## config.mk

```make
export PLATFORM = sky130hd
export DESIGN_NAME = ivb_vector_fifo
export DESIGN_NICKNAME = d
export VERILOG_FILES = /design/src/rtl/ivb_vector_fifo.sv
export SDC_FILE = /design/constraint.sdc
export NUM_CORES = 2
export LEC_CHECK = 0
export CAP_MARGIN = 40
export CORE_ASPECT_RATIO = 1.4
export CORE_MARGIN = 10
export CORE_UTILIZATION = 40
export CTS_BUF_LIST = sky130_fd_sc_hd__clkbuf_4 sky130_fd_sc_hd__clkbuf_8
export DETAILED_ROUTE_END_ITERATION = 6
export GPL_TIMING_DRIVEN = 0
export PLACE_DENSITY = 0.53
export SLEW_MARGIN = 15
export SYNTH_ARGS = -nofsm -noshare
export SYNTH_HDL_FRONTEND = slang
export SYNTH_SLANG_ARGS = --single-unit
```

## constraint.sdc

```tcl
create_clock -name clk -period 5.8 [get_ports clk]
set_input_delay 1.16 -clock clk [delete_from_list [all_inputs] [get_ports clk]]
set_output_delay 1.16 -clock clk [all_outputs]
set_load 0.01 [all_outputs]
```

## src/rtl/ivb_vector_fifo.sv

```systemverilog
`default_nettype none
// +----------------------------------------------------------------------------+
// | Module      : ivb_vector_fifo                                              |
// | Description : FWFT circular buffer for 256-bit vectors from the vector     |
// |               assembler. Reports occupancy, almost-full and a sticky       |
// |               overflow flag with a saturating drop counter.                |
// | Revision    : 1.0 - initial release                                        |
// +----------------------------------------------------------------------------+
module ivb_vector_fifo #(
   parameter int DEPTH        = 8,
   parameter int AW           = 3,
   parameter int AFULL_THRESH = 6
) (
   input  logic          clk,
   input  logic          reset,
   input  logic          in_valid,
   input  logic [255:0]  in_data,
   output logic          out_valid,
   output logic [255:0]  out_data,
   input  logic          out_ready,
   output logic [AW:0]   count,
   output logic          almost_full,
   output logic          overflow,
   output logic [15:0]   drop_cnt,
   input  logic          clr_ovf
);

   localparam logic [AW:0] FULL_COUNT  = (AW+1)'(DEPTH);
   localparam logic [AW:0] AFULL_COUNT = (AW+1)'(AFULL_THRESH);
   localparam logic [15:0] DROP_MAX    = 16'hFFFF;

   logic [AW-1:0] wr_ptr;
   logic [AW-1:0] rd_ptr;
   logic [AW:0]   count_q;
   logic [255:0]  mem [DEPTH];

   logic full;
   logic empty;
   logic pop;
   logic push;
   logic drop;

   // Handshake decode from registered occupancy; a pop frees the slot a
   // same-cycle write on a full buffer lands in.
   always_comb begin
      full  = (count_q == FULL_COUNT);
      empty = (count_q == '0);
      pop   = !empty && out_ready;
      push  = in_valid && (!full || pop);
      drop  = in_valid && full && !pop;
   end

   // Status and head-of-queue outputs, all decoded from registered state.
   always_comb begin
      count       = count_q;
      out_valid   = !empty;
      out_data    = mem[rd_ptr];
      almost_full = (count_q >= AFULL_COUNT);
   end

   // Storage: each entry is cleared on reset so out_data is never X.
   for (genvar i = 0; i < DEPTH; i++) begin : g_mem
      // Capture the incoming vector when this entry is the write target.
      always_ff @(posedge clk or negedge reset) begin
         if (!reset) begin
            mem[i] <= '0;
         end else if (push && (wr_ptr == AW'(i))) begin
            mem[i] <= in_data;
         end
      end
   end

   // Pointers wrap naturally at AW bits; occupancy tracks push/pop balance.
   always_ff @(posedge clk or negedge reset) begin
      if (!reset) begin
         wr_ptr  <= '0;
         rd_ptr  <= '0;
         count_q <= '0;
      end else begin
         if (push) begin
            wr_ptr <= wr_ptr + 1'b1;
         end
         if (pop) begin
            rd_ptr <= rd_ptr + 1'b1;
         end
         if (push && !pop) begin
            count_q <= count_q + 1'b1;
         end else if (pop && !push) begin
            count_q <= count_q - 1'b1;
         end
      end
   end

   // Sticky overflow and saturating drop counter; a drop coinciding with a
   // clear restarts the count at one so the new event is not lost.
   always_ff @(posedge clk or negedge reset) begin
      if (!reset) begin
         overflow <= 1'b0;
         drop_cnt <= '0;
      end else if (drop) begin
         overflow <= 1'b1;
         if (clr_ovf) begin
            drop_cnt <= 16'd1;
         end else if (drop_cnt != DROP_MAX) begin
            drop_cnt <= drop_cnt + 16'd1;
         end
      end else if (clr_ovf) begin
         overflow <= 1'b0;
         drop_cnt <= '0;
      end
   end

endmodule
`default_nettype wire

```

-- Yosys cells after proc, flatten, opt, wreduce, memory -nomap -nowiden
Cells that the tools add are included.
- muxes and demuxes: 11
- add/sub/neg operators: 5
- equal/unequal tests: 9
- bitwise operators: 1
- order comparisons: 2
- reduce and logical (&&, ||, !) cells: 25
- operator list (operator ; count):
    $bmux 256 s3 ; 1
    $mux 256 ; 2
    $mux 16 ; 4
    $add 16x1->16 const B ; 1
    $ne 16x16->1 const B ; 1
    $logic_and 1x1->1 ; 14
    $eq 3x3->1 const B ; 4
    $mux 4 ; 2
    $add 3x1->3 const B ; 2
    $eq 3x2->1 const B ; 2
    $reduce_bool 2->1 ; 3
    $add 4x1->4 const B ; 1
    $eq 4x4->1 const B ; 1
    $ge 4x3->1 const B ; 1
    $ge 4x4->1 const B ; 1
    $logic_not 1->1 ; 4
    $logic_not 4->1 ; 1
    $not 3->4 ; 1
    $sub 4x1->4 const B ; 1
    $eq 3x1->1 const B ; 1
    $logic_not 3->1 ; 1
    $mux 1 ; 2
    $reduce_and 2->1 ; 1
    $logic_or 1x1->1 ; 1
- register bits after elaboration: 2075
- input port bits: 261
- output and inout port bits: 279
- logic and storage cells: 66

-- Depth between registers and ports, before layout
- word-level depth: 9
- mapped depth: 10
- depth with buffers taken out: 10

-- Least setup slack after synthesis
No wires, ideal clock.
- path kind: register -> output
- start: register rd_ptr[0]
- end: output out_data[10]
- slack: 2518 ps
- required time: 4640 ps
- data arrival time: 2122 ps
- buffers on the path: 3
- stages on the path, launching flop included: 6
- cell sequence: dfrtp_1 buf_2 clkbuf_1 buf_1 mux4_2 mux2_2
- cells in the longest elaborated chain, start to end: 4
- RTL lines (item ; RTL line ; source):
    from (decl) ; 33 ; logic [AW-1:0] rd_ptr;
    from (signal assigned) ; 84 ; rd_ptr <= rd_ptr + 1'b1;
    $not 3->4 (not written as such) ; 57 ; out_data = mem[rd_ptr];
    $bmux 256 s3 ; 57 ;
    $mux 256 (not written as such) (2 in series) ; 57 ;
    to (decl) ; 19 ; output logic [255:0] out_data,
Every way passes these cells. The select of a mux whose other input is x is not followed.

-- Final worst setup path
- start: register rd_ptr[1]
- end: output out_data[129]
Same word-level chain as after synthesis.

==> impl_summary.txt <==
----------------------------------------------------
[Run status]
  Result of the run ... completed

[Worst setup path]
  Crit path max fanout ... 10
  Cell with the largest stage delay on the worst path ... clkbuf_2
  Maximum single-stage delay on the critical path ... 590 ps
  Kind of critical path ... reg -> out
  Critical Path Source Type ... flop
  Worst EP arrival ... 4460 ps
  Cells along the critical path ... clkbuf_1, buf_6, clkbuf_2, clkbuf_1, buf_6, mux4_2, mux2_2, clkdlybuf4s50_1
  Crit. End Element ... output port
  Required time of the critical path ... 4640 ps

[CTS]
  Buffer depth of the longest clock path ... 4
  Clock transition at the registers of the reported paths ... 60 ps
  Cts bufs inserted ... 351
  Master cell of the clock root buffer ... clkbuf_8
  Clock insertion delay at the later pin of the skew report ... 990 ps
  CTS tree ... yes
  Setup bufs post-CTS ... 0
  H-tree Lvls ... 5
  Number of clock sinks ... 2075

[Power and ir drop]
  Peak VDD IR ... 368 µV
  Power density cells ... 645 nW/µm²
  Static leakage power ... 46.3 nW

[Timing]
  Final Max Slew Viols ... 0
  Min Clock Period, post-route ... 5620 ps
  Peak Freq ... 178 MHz
  Slew at the pin closest to its max-slew limit ... 898 ps
  Worst clock skew ... 40.9 ps
  Final critical-path setup slack ... 184 ps
  Period utilization ... 96.8%
  Max_slew headroom ... 40.1%
  Final-layout setup total negative slack ... 0 ps
  Endpoints failing hold ... 0
  Setup Viol. Count Final ... 0

[Synth]
  FF+latch count, synth ... 2075
  Synthesized Nets ... 5674
  Syn avg cell area ... 17.0 µm²
  Number of synthesis warnings ... 0
  Synthesized instance count ... 5401
  Sequential area share after synthesis ... 56.4%
  Synth unique cells ... 37
  Synthesized area ... 92000 µm²

[Cells and area]
  Fraction of final layout cells sized beyond drive strength 1 ... 57.0%
  Fin nets ... 6626
  Share of the core filled with cells in the final layout ... 47.9%
  Cell Count, Final, Fillers Out ... 9692
  Fill cell count ... 19900
  Non-Filler Cell Area, Final ... 110000 µm²
  Area growth from synthesis to final layout ... 19.4%

[Placed design]
  DP Wirelength ... 175000 µm
  Cell Count Post-Placement ... 9042
  Number of input and output port buffers inserted ... 538
  Post-place setup slack ... 890 ps
  RePlAce Congestion ... 0.769
  Area after detailed placement ... 102000 µm²

[Routing]
  DRC Markers ... 0
  Routed wl met3 ... 17000 µm
  First-pass detailed-route iteration total ... 7
  Number of DRC markers after the initial detailed-route iteration ... 2495
  Highest metal layer with signal wires ... met5
  Routed length per placed instance ... 26.6 µm
  Total Wirelength ... 258000 µm
  Routed via count ... 52000
  Via density per instance ... 5.37
  Met1 Wirelength ... 106000 µm
  Antenna violation net count after detailed routing ... 0
  Met2 layer wire length in the routed design ... 127000 µm

[GRT]
  Via count of the first global-routing pass ... 57800
  Remaining Overflow, GRT ... 0
  Number of antenna violations at the first check in global routing ... 81
  GRT Resource Usage Total ... 20.4%
  Global-route wire length before repair ... 386000 µm
  Largest net degree at the start of global routing ... 156

[Job]
  Count of max-cap constraint violations ... 0

[Floorplan]
  Row count ... 208
  Initial core utilization ... 40.1%
  Core outline area ... 229000 µm²
  Boundary Pins ... 540
  Die width ... 425 µm
  Die Footprint ... 250000 µm²
  Vertical die dimension ... 588 µm

[Min path]
  Class of the tightest hold or removal check ... reg -> reg

----------------------------------------------------
final cells by class:
| cell class | count | area [µm²] | area share, % |
|---|---|---|---|
| Clock buffer | 569 | 7060 | 6.42 |
| Buffer | 375 | 1760 | 1.60 |
| Clock inverter | 56 | 439 | 0.400 |
| Sequential cell | 2075 | 51900 | 47.3 |
| Antenna cell | 22 | 55.1 | 0.0501 |
| Multi-Input combinational cell | 2942 | 38400 | 34.9 |
| Inverter | 9 | 33.8 | 0.0308 |
| Timing Repair Buffer | 599 | 6420 | 5.85 |
| Tap cell | 3045 | 3810 | 3.47 |
registers in the layout, summed over array words and instances, names as in the netlist:
register / count
drop_cnt: 16
wr_ptr: 3
rd_ptr: 3
mem: 2048
count: 4
overflow: 1
path summary, 6_finish.rpt:
check,start,endpoint,slack (ps),cells past startpoint
worst min-delay path,mem[439],mem[439],500,1
max in group asynchronous,reset,mem[126],1330,7
worst max-delay path,rd_ptr[1],out_data[129],180,8
worst max register to register,count[1],mem[704],2510,6
worst min register to register,mem[439],mem[439],500,1
min in group asynchronous,reset,mem[832],770,2
cells by family after synthesis:
family          after synthesis  share of synthesized area (%)
compound gates               34                          0.238
buf+inv                     384                           1.90
flops                      2075                           56.4
fa+ha+maj                    12                          0.171
simple gates                 66                          0.401
mux                        2820                           40.8
xor+xnor                     10                         0.0952
layer usage:
| metal | up-vias | global-route usage (%) |
|---|---|---|
| met5 | - | 0 |
| met4 | 50 | 6.04 |
| met3 | 469 | 5.41 |
| met2 | 1109 | 34.0 |
| met1 | 28000 | 26.0 |
| li1 | 22400 | - |
worst max-delay path: cells and delay by family (launching register included):
| kind | cells | cell delay (ps) |
|---|---|---|
| buffers and inverters | 6 | 2460 |
| DFF | 1 | 350 |
| muxes | 2 | 650 |
stage by stage:
step	hold slack (ps)	power (mW)
detailed placement	487	57.8
CTS	499	72.1
floorplan	474	44.4
global route	504	75.1
global placement	481	57.2
finish	497	70.9
synthesized netlist by cell type:
| master | n | share of area (%) |
|---|---|---|
| a211oi_1 | 2 | 0.016 |
| a21o_1 | 2 | 0.016 |
| a21oi_1 | 9 | 0.049 |
| a21oi_2 | 1 | 0.0095 |
| a311oi_1 | 2 | 0.019 |
| a31oi_1 | 6 | 0.041 |
| and3_1 | 2 | 0.014 |
| and4_1 | 2 | 0.019 |
| buf_1 | 26 | 0.11 |
| buf_2 | 236 | 1.3 |
| buf_6 | 2 | 0.024 |
| clkbuf_1 | 111 | 0.45 |
| dfrtp_1 | 2075 | 56 |
| fa_1 | 1 | 0.022 |
| ha_1 | 11 | 0.15 |
| inv_1 | 9 | 0.037 |
| mux2_2 | 2306 | 28 |
| mux2i_1 | 2 | 0.022 |
| mux4_2 | 512 | 13 |
| nand2_1 | 16 | 0.065 |
| nand2b_1 | 1 | 0.0068 |
| nand3_1 | 9 | 0.049 |
| nand3b_1 | 2 | 0.016 |
| nand4_1 | 7 | 0.048 |
| nand4b_1 | 1 | 0.0095 |
| nor2_1 | 4 | 0.016 |
| nor2b_1 | 1 | 0.0068 |
| nor3_1 | 4 | 0.022 |
| nor4_1 | 5 | 0.034 |
| o21ai_0 | 5 | 0.027 |
| o311ai_0 | 1 | 0.0095 |
| o31a_1 | 1 | 0.0095 |
| o31ai_1 | 5 | 0.041 |
| or3_1 | 5 | 0.034 |
| or3_4 | 1 | 0.012 |
| or4_1 | 6 | 0.049 |
| xnor2_1 | 10 | 0.095 |
report_power, final:
group	switching, mW	total [mW]	internal [mW]
clock network	6.08	13.9	7.87
logic	13.3	31.8	18.5
registers	3.32	25.1	21.8
total	22.7	70.9	48.2
timing repair:
item | CTS | global route
gates resized for setup | 10 | 3
hold buffers | 1 | 0
cloned | 0 | 0
setup endpoints to repair | 51 | 1
hold endpoints to repair | 9 | 0
cells in the final DEF (no fill, tap or decap), drive strengths merged, types with 7 or more instances in the layout:
| master | synthesis | final |
|---|---|---|
| buf | 264 | 325 |
| inv | 9 | 14 |
| nand4 | 7 | 7 |
| nand3 | 9 | 9 |
| clkinvlp | 0 | 7 |
| dfrtp | 2075 | 2075 |
| nand2 | 16 | 16 |
| mux2 | 2306 | 2306 |
| a21oi | 10 | 10 |
| clkbuf | 111 | 680 |
| xnor2 | 10 | 10 |
| clkdlybuf4s50 | 0 | 537 |
| mux4 | 512 | 512 |
| ha | 11 | 11 |
| diode | 0 | 22 |
| clkinv | 0 | 40 |
(Power assumes the default switching activity.)
